`config.mk`:
```
export PLATFORM = sky130hd
export DESIGN_NAME = pipeline_ctrl
export DESIGN_NICKNAME = d
export VERILOG_FILES = /design/src/rtl/cpu_ctrl_pkg.sv /design/src/rtl/mdu_timer.sv /design/src/rtl/pipeline_ctrl.sv
export SDC_FILE = /design/constraint.sdc
export NUM_CORES = 1
export LEC_CHECK = 0
export CAP_MARGIN = 20
export CORE_AREA = 2 2 39 41
export DETAILED_ROUTE_END_ITERATION = 16
export DIE_AREA = 0 0 41 43
export PLACE_DENSITY = 0.63
export SLEW_MARGIN = 30
export SYNTH_ARGS = -nofsm -noshare
export SYNTH_HDL_FRONTEND = slang
export SYNTH_SLANG_ARGS = --single-unit
```
`constraint.sdc`:
```
create_clock -name clk -period 2.8 [get_ports clk]
set_clock_uncertainty 0.2 [all_clocks]
set_input_delay 0.56 -clock clk [delete_from_list [all_inputs] [get_ports clk]]
set_output_delay 0.56 -clock clk [all_outputs]
set_load 0.03 [all_outputs]
```
`src/rtl/cpu_ctrl_pkg.sv`:
```
// Shared constants, FSM encoding and control-bundle helpers for the pipeline
// stall/flush sequencer.
package cpu_ctrl_pkg;

  localparam int REG_ADDR_W         = 3;
  localparam int WORD_W             = 19;
  localparam int MDU_MAX_CYCLES_DEF = 16;

  typedef logic [0:0] ctrl_state_t;

  localparam ctrl_state_t RUN      = 1'b0;
  localparam ctrl_state_t MDU_BUSY = 1'b1;

  typedef struct packed {
    logic pc_write;
    logic if_id_write;
    logic if_id_flush;
    logic id_ex_flush;
    logic pipe_freeze;
    logic mdu_wb;
  } ctrl_out_t;

  // Canned enable/flush combinations, one per pipeline situation.
  localparam ctrl_out_t CTRL_RESET  = '{pc_write: 1'b0, if_id_write: 1'b0, if_id_flush: 1'b1,
                                        id_ex_flush: 1'b1, pipe_freeze: 1'b0, mdu_wb: 1'b0};
  localparam ctrl_out_t CTRL_FREEZE = '{pc_write: 1'b0, if_id_write: 1'b0, if_id_flush: 1'b0,
                                        id_ex_flush: 1'b0, pipe_freeze: 1'b1, mdu_wb: 1'b0};
  localparam ctrl_out_t CTRL_BRANCH = '{pc_write: 1'b1, if_id_write: 1'b1, if_id_flush: 1'b1,
                                        id_ex_flush: 1'b1, pipe_freeze: 1'b0, mdu_wb: 1'b0};
  localparam ctrl_out_t CTRL_BUBBLE = '{pc_write: 1'b0, if_id_write: 1'b0, if_id_flush: 1'b0,
                                        id_ex_flush: 1'b1, pipe_freeze: 1'b0, mdu_wb: 1'b0};
  localparam ctrl_out_t CTRL_RUN    = '{pc_write: 1'b1, if_id_write: 1'b1, if_id_flush: 1'b0,
                                        id_ex_flush: 1'b0, pipe_freeze: 1'b0, mdu_wb: 1'b0};

  function automatic logic [15:0] sat_inc16(input logic [15:0] value, input logic en);
    if (en && (value != 16'hFFFF)) begin
      return value + 16'd1;
    end
    return value;
  endfunction

endpackage

```
`src/rtl/mdu_timer.sv`:
```
// Busy-cycle counter for the multiply/divide unit: clear on issue, hold while
// frozen or idle, and flag the cycle that would be the last allowed one.
module mdu_timer #(
  parameter int MAX_CYCLES = 16,
  parameter int CNT_W      = 5
) (
  input  logic clk,
  input  logic rst_n,
  input  logic clear,
  input  logic hold,
  output logic tc
);

  localparam logic [CNT_W-1:0] TC_VAL  = CNT_W'(MAX_CYCLES - 1);
  localparam logic [CNT_W-1:0] MAX_VAL = CNT_W'(MAX_CYCLES);

  logic [CNT_W-1:0] count;

  // Saturates at MAX_CYCLES so a stray enable after timeout never wraps.
  always_ff @(posedge clk or negedge rst_n) begin
    if (!rst_n) begin
      count <= '0;
    end else if (clear) begin
      count <= '0;
    end else if (!hold && (count != MAX_VAL)) begin
      count <= count + CNT_W'(1);
    end
  end

  assign tc = !hold && (count == TC_VAL);

endmodule

```
`src/rtl/pipeline_ctrl.sv`:
```
// Stall/flush sequencer for the 5-stage pipeline: merges hazard, branch,
// memory wait and MDU handshake. Define PIPE_CTRL_PERF_EN for perf counters.
module pipeline_ctrl
  import cpu_ctrl_pkg::*;
#(
  parameter int MDU_MAX_CYCLES = MDU_MAX_CYCLES_DEF
) (
  input  logic clk,
  input  logic rst_n,
  input  logic hazard,
  input  logic branch_taken,
  input  logic mem_busy,
  input  logic ID_mdu,
  input  logic mdu_done,
  output logic PCwrite,
  output logic IF_IDwrite,
  output logic IF_IDflush,
  output logic ID_EXflush,
  output logic pipe_freeze,
  output logic mdu_start,
  output logic mdu_wb,
  output logic mdu_err
`ifdef PIPE_CTRL_PERF_EN
  ,
  output logic [15:0] perf_stall,
  output logic [15:0] perf_flush,
  output logic [15:0] perf_freeze
`endif
);

  localparam int CNT_W = $clog2(MDU_MAX_CYCLES + 1);

  ctrl_state_t state;
  ctrl_state_t state_nxt;
  ctrl_out_t   ctrl;
  logic        done_pend;
  logic        mdu_err_q;
  logic        mdu_start_q;
  logic        issue;
  logic        complete;
  logic        timeout;
  logic        cnt_tc;
  logic        cnt_hold;

  // A wrong-path or hazard-stalled MDU op must not start the unit.
  assign issue    = (state == RUN) && !mem_busy && !branch_taken && !hazard && ID_mdu;
  assign complete = (state == MDU_BUSY) && !mem_busy && (mdu_done || done_pend);
  assign timeout  = (state == MDU_BUSY) && cnt_tc && !complete;
  assign cnt_hold = mem_busy || (state != MDU_BUSY);

  mdu_timer #(
    .MAX_CYCLES (MDU_MAX_CYCLES),
    .CNT_W      (CNT_W)
  ) u_mdu_timer (
    .clk   (clk),
    .rst_n (rst_n),
    .clear (issue),
    .hold  (cnt_hold),
    .tc    (cnt_tc)
  );

  always_comb begin
    state_nxt = state;
    if (issue) begin
      state_nxt = MDU_BUSY;
    end else if (complete || timeout) begin
      state_nxt = RUN;
    end
  end

  // Reset forces the flush-everything bundle even before the first clock edge.
  always_comb begin
    ctrl = CTRL_RUN;
    if (!rst_n) begin
      ctrl = CTRL_RESET;
    end else if (mem_busy) begin
      ctrl = CTRL_FREEZE;
    end else if (state == MDU_BUSY) begin
      ctrl        = CTRL_BUBBLE;
      ctrl.mdu_wb = complete;
    end else if (branch_taken) begin
      ctrl = CTRL_BRANCH;
    end else if (hazard || ID_mdu) begin
      ctrl = CTRL_BUBBLE;
    end
  end

  always_ff @(posedge clk or negedge rst_n) begin
    if (!rst_n) begin
      state       <= RUN;
      done_pend   <= 1'b0;
      mdu_err_q   <= 1'b0;
      mdu_start_q <= 1'b0;
    end else begin
      state       <= state_nxt;
      mdu_start_q <= issue;
      mdu_err_q   <= mdu_err_q || timeout;
      if (complete) begin
        done_pend <= 1'b0;
      end else if ((state == MDU_BUSY) && mem_busy && mdu_done) begin
        done_pend <= 1'b1;
      end
    end
  end

  assign PCwrite     = ctrl.pc_write;
  assign IF_IDwrite  = ctrl.if_id_write;
  assign IF_IDflush  = ctrl.if_id_flush;
  assign ID_EXflush  = ctrl.id_ex_flush;
  assign pipe_freeze = ctrl.pipe_freeze;
  assign mdu_wb      = ctrl.mdu_wb;
  assign mdu_start   = mdu_start_q;
  assign mdu_err     = mdu_err_q;

`ifdef PIPE_CTRL_PERF_EN
  logic [15:0] stall_cnt;
  logic [15:0] flush_cnt;
  logic [15:0] freeze_cnt;
  logic        branch_flush;

  assign branch_flush = (state == RUN) && !mem_busy && branch_taken;

  always_ff @(posedge clk or negedge rst_n) begin
    if (!rst_n) begin
      stall_cnt  <= 16'd0;
      flush_cnt  <= 16'd0;
      freeze_cnt <= 16'd0;
    end else begin
      stall_cnt  <= sat_inc16(stall_cnt, !ctrl.pc_write && !mem_busy);
      flush_cnt  <= sat_inc16(flush_cnt, branch_flush);
      freeze_cnt <= sat_inc16(freeze_cnt, mem_busy);
    end
  end

  assign perf_stall  = stall_cnt;
  assign perf_flush  = flush_cnt;
  assign perf_freeze = freeze_cnt;
`endif

endmodule
```
# Yosys cells after proc, flatten, opt, wreduce, memory -nomap -nowiden

Index checks and enable logic that the tools add are counted.

Flip-flop bits (word level): 9
Bits of input ports: 7
Output and inout bits: 8
Word-level logic and storage cells: 45

Add/subtract/negate cells: 1
Eq/ne operators: 2
Mux-type cells: 11
Bitwise operators: 1
Reductions and logical operators: 25

Operators by type and width:

| kind                                                            | number |
|---|---|
| 6-bit two-way mux                                               | 5 |
| 1-bit logical AND                                               | 12 |
| 5-bit two-way mux                                               | 2 |
| 2-bit nonzero test                                              | 3 |
| 5-bit by 1-bit adder with 5-bit output, second input constant   | 1 |
| 5-bit by 4-bit == test with 1-bit output, second input constant | 1 |
| 1-bit logical NOT                                               | 5 |
| 1-bit logical OR                                                | 5 |
| 5-bit != test, second input constant                            | 1 |
| 1-bit two-way mux                                               | 4 |
| 1-bit NOT                                                       | 1 |

# Depth between registers and ports, before layout

Gate-level depths: netlist of run 1.

Depth in word-level cells: 9
Gate-level depth with buffers: 6
Gate-level depth less buffers: 6

# Modules after synthesis

Synthesis of run 1 repeated with hierarchy kept, for this count alone.

Cells, all modules: 54
Area, all modules: 545.5 um^2

Modules (own cells, without submodules):

| module        | times used | cells an instance | area each (um^2) | seq. area each (um^2) |
|---|---|---|---|---|
| mdu_timer     | 1          | 29                | 322.8            | 125.1 |
| pipeline_ctrl | 1          | 25                | 222.7            | 100.1 |

# Worst setup path after synthesis of run 1

Ideal clock, no wire load.

Kind: input -> output
Start point: in mem_busy
End point: out mdu_wb
Data arrival time: 1.584 ns
Required time: 2.040 ns
Path slack: 0.456 ns
Stages: 3
Path buffers: 1
Cell sequence: nand2b_1 clkbuf_1 nor3b_1

Longest elaborated chain between the ends: 6

Ends and longest elaborated chain:

| item                            | line                | text |
|---|---|---|
| start, declared                 | pipeline_ctrl.sv:12 | `input logic mem_busy,` |
| 1-bit logical NOT               | pipeline_ctrl.sv:47 | `assign complete = (state == MDU_BUSY) && !mem_busy && (mdu_done \|\| done_pend);` |
| 1-bit logical AND (2 in series) | pipeline_ctrl.sv:47 |  |
| 6-bit two-way mux               | pipeline_ctrl.sv:78 | `end else if (state == MDU_BUSY) begin` |
| 6-bit two-way mux (*)           | pipeline_ctrl.sv:76 | `end else if (mem_busy) begin` |
| 6-bit two-way mux (*)           | pipeline_ctrl.sv:74 | `if (!rst_n) begin` |
| end, declared                   | pipeline_ctrl.sv:21 | `output logic mdu_wb,` |

Mark *: on every way between the ends. The rest lies on a longest branch, timed or not.

# Final worst setup path of run 1

Start point: in ID_mdu
End point: out ID_EXflush

Longest elaborated chain between the ends: 6

Ends and longest elaborated chain:

| item              | line                | text |
|---|---|---|
| start, declared   | pipeline_ctrl.sv:13 | `input logic ID_mdu,` |
| 1-bit logical OR  | pipeline_ctrl.sv:83 | `end else if (hazard \|\| ID_mdu) begin` |
| 6-bit two-way mux | pipeline_ctrl.sv:83 |  |
| 6-bit two-way mux | pipeline_ctrl.sv:81 | `end else if (branch_taken) begin` |
| 6-bit two-way mux | pipeline_ctrl.sv:78 |  |
| 6-bit two-way mux | pipeline_ctrl.sv:76 |  |
| 6-bit two-way mux | pipeline_ctrl.sv:74 |  |
| end, declared     | pipeline_ctrl.sv:18 | `output logic ID_EXflush,` |

Every way passes these cells.

==> impl_metrics.toml, run 1 <==
[setup_path]
required_ps = 2040
crit_chain = "clkdlybuf4s50_1, nor4_1, o21ai_0, clkdlybuf4s50_1"
critPathMostFrequentCell = "clkdlybuf4s50_1"
critPathKind = "primary input to output port"
ff2ff_setup_slack_ps = 920
path_max_fanout = 3
cp_num_buf_inv = 2
worst_setup_path_start_kind = "primary input"
crit_path_max_incr_delay_ps = 700
worst_path_max_delay_cell = "clkdlybuf4s50_1"
end_kind = "output port"
arrival_ps = 1960
path_delay_family = "buffers and inverters"

[drt]
first_pass_iters = 2
viasPerCell = 5.15
vias = 458
ant_nets = 0
wl_per_cell_um = 11.5
drt-total-wl_mm = 1.03
drc = 0
drtIter0Drc = 7

[power]
peakVddDrop_uv = 376
power_density_nw_per_um2 = 553
p_leak_nw = 0.344

[clock_tree]
worstSkewPairLatency_ps = 250
clk_pin_slew_worst_paths_ps = 60
cts_root_buffer = "clkbuf_4"
cts_resized = 0
cts_tree = "built"
htree_levels = 1
cts_sinks = 9
cts_made_buffers = 3
cts_buffer_depth = 2
post_cts_buffers = 0
cts_hold_buf = 0

[sta]
rsz0062_at_grt = "no"
tns_ps = 0
setup_viol = 0
slew_headroom = 0.586
setup_slack_ps = 79.7
timing.fmax_mhz = 368
whs_ps = 274
hold_viol_final = 0
drv_slew = 0
min_period_ps = 2720
min_period_over_period = 0.972
worst_pin_slew_ps = 612

[global_route]
grt_max_degree = 14
grt_first_pass_wirelength_mm = 1.66
antenna_found_initial = 0
grt_usage = 0.140
grt-ovfl-total = 0
grt_pass1_vias = 436

[die]
initial_core_util = 0.368
die_area_um2 = 1760
io_pins = 15
dieHeight_um = 43
core-area_um2 = 1380
die_x_um = 41
rows = 14

[place]
port_buffers = 14
dp.final_hpwl_um = 809
place_ws_ps = 70.6
gp_congestion = 0.699
placed_area_um2 = 683
dp.cells = 85

[synthesis]
synth_area_um2 = 509
yosysWarningCount = 0
yosysSeqAreaShare = 0.442
synth_cell_type_count = 28
avgSynthCellArea_um2 = 9.79
ys_ff_latch = 9
syn-num-nets = 62
syn_inst = 52

[layout]
layout.cells.non_filler = 89
antennaDiodeCount = 0
nNetsFinal = 84
area_growth_pct = 39.3
final_area_um2 = 709
layout-drive-gt1-share = 0.219

[worst_hold_path]
min_path_type = "flop to flop"

[flow_run]
cap_violations = 0

[status]
status = "completed"
-- cells in the mapped netlist (all sizes together) --
master | instances | area share
a211o | 1 | 0.017
a21o | 1 | 0.015
a21oi | 2 | 0.020
a22o | 1 | 0.017
a31o | 1 | 0.017
and2 | 1 | 0.012
and3 | 1 | 0.012
buf | 1 | 0.015
clkbuf | 1 | 0.0074
dfrtp | 9 | 0.44
ha | 3 | 0.074
inv | 3 | 0.022
mux2 | 1 | 0.022
nand2 | 2 | 0.015
nand2b | 1 | 0.012
nand3 | 1 | 0.0098
nor2 | 6 | 0.044
nor2b | 1 | 0.012
nor3 | 2 | 0.020
nor3b | 2 | 0.029
nor4 | 1 | 0.012
nor4b | 1 | 0.017
nor4bb | 1 | 0.020
o211a | 1 | 0.020
o21ai | 4 | 0.039
o22a | 1 | 0.017
or3 | 1 | 0.012
or4b | 1 | 0.027
-- per-layer routing --
layer,share of wire,wire [um],GRT usage
met4,0.0097,10,0.0600
met2,0.53,539,0.228
met1,0.42,427,0.155
met3,0.048,49,0.0471
met5,0,0,0
-- worst paths after layout --
| check | from | endpoint | cells after the start |
|---|---|---|---|
| min reg2reg | mdu_err | mdu_err | 1 |
| max | ID_mdu | ID_EXflush | 4 |
| min | mdu_err | mdu_err | 1 |
| min in group asynchronous | rst_n | done_pend | 2 |
| max in group asynchronous | rst_n | u_mdu_timer.count[0] | 2 |
| max reg2reg | state | u_mdu_timer.count[2] | 3 |
-- cell families after synthesis --
kind of cell    Yosys count  share of synthesized area
buf+inv                   5                     0.0442
mux                       1                     0.0221
compound gates           12                      0.162
simple gates             22                      0.256
flops                     9                      0.442
fa+ha+maj                 3                     0.0737
-- report_power, final --
part / switching, mW / internal (mW) / total, mW
clock network: 0.0412 / 0.0546 / 0.0959
registers: 0.0296 / 0.157 / 0.187
logic: 0.0504 / 0.0594 / 0.110
-- per-stage QoR --
step | utilization | total power [mW]
floorplan | - | 0.255
global placement | 0.494 | 0.295
detailed placement | 0.494 | 0.298
CTS | 0.513 | 0.396
global route | 0.513 | 0.427
finish | 0.513 | 0.392
-- final cells by class --
class / count / area (um^2)
Inverter: 3 / 11.3
Fill cell: 139 / 674
Multi-Input combinational cell: 38 / 262
Timing Repair Buffer: 19 / 165
Sequential cell: 9 / 225
Clock buffer: 4 / 26.3
Tap cell: 16 / 20.0
-- state kept, by name, summed over array words and instances, names as in the netlist --
register	cells
mdu_err	1
state	1
mdu_start	1
done_pend	1
u_mdu_timer.count	5
-- cells in the final DEF, fill, tap and decap left out, drive strengths merged --
cell,count
buf,10
dfrtp,9
clkdlybuf4s50,9
nor2,6
o21ai,4
clkbuf,4
inv,3
ha,3
nand2,2
nor3b,2
nor3,2
a21oi,2
nor4,1
and2,1
nand2b,1
or4b,1
and3,1
nor2b,1
a31o,1
o211a,1
nor4bb,1
o22a,1
a22o,1
a21o,1
mux2,1
nand3,1
or3,1
nor4b,1
a211o,1
Power figures use the tool's default switching activity.
==> run 2: changes to the inputs <==
Settings changed: CORE_AREA 2 2 39 41 to not set, CORE_MARGIN set to 2, CORE_UTILIZATION set to 39, DIE_AREA 0 0 41 43 to not set, MAX_ROUTING_LAYER set to met4, PLACE_DENSITY 0.63 to 0.67.
Clock period 2.8 ns to 2.4 ns, I/O delays scaled along.
==> run 2 against run 1 <==
Net effect: global-route usage up 2.7 points; wire length decreased by 0.49%; sequential power grew 17%; count of clock-buffer cells in the layout did not move; cell count is 1.1% lower; combinational power up 17%; die area down 8.6%; via count rose by 0.87%; critical path depth up 1; critical endpoint is now mdu_wb.
==> impl_metrics.toml, run 2 (synthesis gave the netlist of run 1 again) <==
[die]
core-area_um2 = 1250
initial_core_util = 0.407
dieHeight_um = 40.1
die_x_um = 40.1
rows = 13
io_pins = 15
die_area_um2 = 1610

[clock_tree]
clk_pin_slew_worst_paths_ps = 60
htree_levels = 1
worstSkewPairLatency_ps = 260
cts_sinks = 9
cts_hold_buf = 0
cts_tree = "built"
cts_buffer_depth = 2
cts_root_buffer = "clkbuf_4"
cts_made_buffers = 3

[layout]
largest_reg_flops = 5
top_register = "u_mdu_timer.count"
final_cell_mix = "buf_4, dfrtp_1, clkdlybuf4s50_1"
antennaDiodeCount = 0
nNetsFinal = 84
final_common_cell = "buf_4"
area_growth_pct = 39.6
layout-drive-gt1-share = 0.247

[power]
power_density_nw_per_um2 = 652
p_leak_nw = 0.345
p_total_mw = 0.463
peakVddDrop_uv = 496

[global_route]
grt_usage = 0.167
grt-ovfl-total = 0
grt_max_degree = 9
grt_pass1_vias = 406
grt_first_pass_wirelength_mm = 1.66
antenna_found_initial = 0

[setup_path]
crit_chain = "clkdlybuf4s50_1, buf_4, nand2b_1, nor3b_2, buf_4"
worst_path_max_delay_cell = "clkdlybuf4s50_1"
critical_path_depth = 5
critPathKind = "primary input to output port"
path_max_fanout = 4
cp_num_buf_inv = 3
critPathMostFrequentCell = "buf_4"
worst_r2r_path_depth = 3
required_ps = 1720
worst_setup_path_start_kind = "primary input"
crit_path_max_incr_delay_ps = 460
arrival_ps = 1620
end_kind = "output port"
path_delay_family = "buffers and inverters"

[sta]
worst_pin_slew_ps = 609
tns_ps = 0
min_period_ps = 2300
slew_headroom = 0.588
hold_viol_final = 0
timing.fmax_mhz = 434
drv_slew = 0
rsz0062_at_grt = "no"
min_period_over_period = 0.960
setup_viol = 0

[drt]
drt-total-wl_mm = 1.02
ant_nets = 0
drc = 0
viasPerCell = 5.25
wl_per_cell_um = 11.6
drtIter0Drc = 4
vias = 462
first_pass_iters = 2

[status]
status = "completed"

[place]
dp.final_hpwl_um = 827
port_buffers = 14
gp_congestion = 0.696

[worst_hold_path]
min_path_type = "primary input to async pin"

[flow_run]
cap_violations = 0
## run 2: final timing paths
kind	startpoint	end	slack [ps]
max in group asynchronous	rst_n	mdu_start	1390
hold reg to reg	mdu_err	mdu_err	280
hold / removal	rst_n	state	240
setup reg to reg	state	u_mdu_timer.count[2]	530
min in group clk	mdu_err	mdu_err	280
setup / recovery	mem_busy	mdu_wb	100
## run 2: final cells by class
type / count / area [um^2]
tap: 15 / 18.8
fill: 127 / 542
sequential: 9 / 225
clock buffer: 4 / 26.3
inverter: 3 / 11.3
multi-input combinational: 38 / 267
timing repair buffer: 19 / 163
## run 2: worst reg2reg max path, stage by stage (launching register included)
cell and delay, ps:
dfrtp_1 440, or4b_4 560, o22a_1 260, a211o_1 300
## run 2: per-stage QoR
step	utilization	instance area [um^2]	hold WS, ps	instances	worst slack [ps]
CTS	0.563	706	233	88	41.4
global route	0.567	711	229	88	31.8
floorplan	-	509	-15.6	52	216
detailed placement	0.542	679	258	84	60.5
finish	0.567	711	237	88	95.9
global placement	0.542	679	263	84	81.2
## run 2: per-layer routing
| metal | wire length (um) | vias up | global-route usage |
|---|---|---|---|
| met2 | 508 | 10 | 0.258 |
| li1 | - | 231 | - |
| met5 | 0 | - | - |
| met3 | 52 | 2 | 0.0500 |
| met1 | 441 | 219 | 0.187 |
| met4 | 18 | 0 | 0.103 |
## run 2: what timing repair did
item / in CTS / in global routing
gates resized for setup: 0 / 1
setup buffers: 0 / 0
setup endpoints to repair: 0 / 1
## run 2: report_power, final
group | switching, mW | internal, mW
Combinational | 0.0599 | 0.0691
Sequential | 0.0355 | 0.183
Clock | 0.0513 | 0.0640
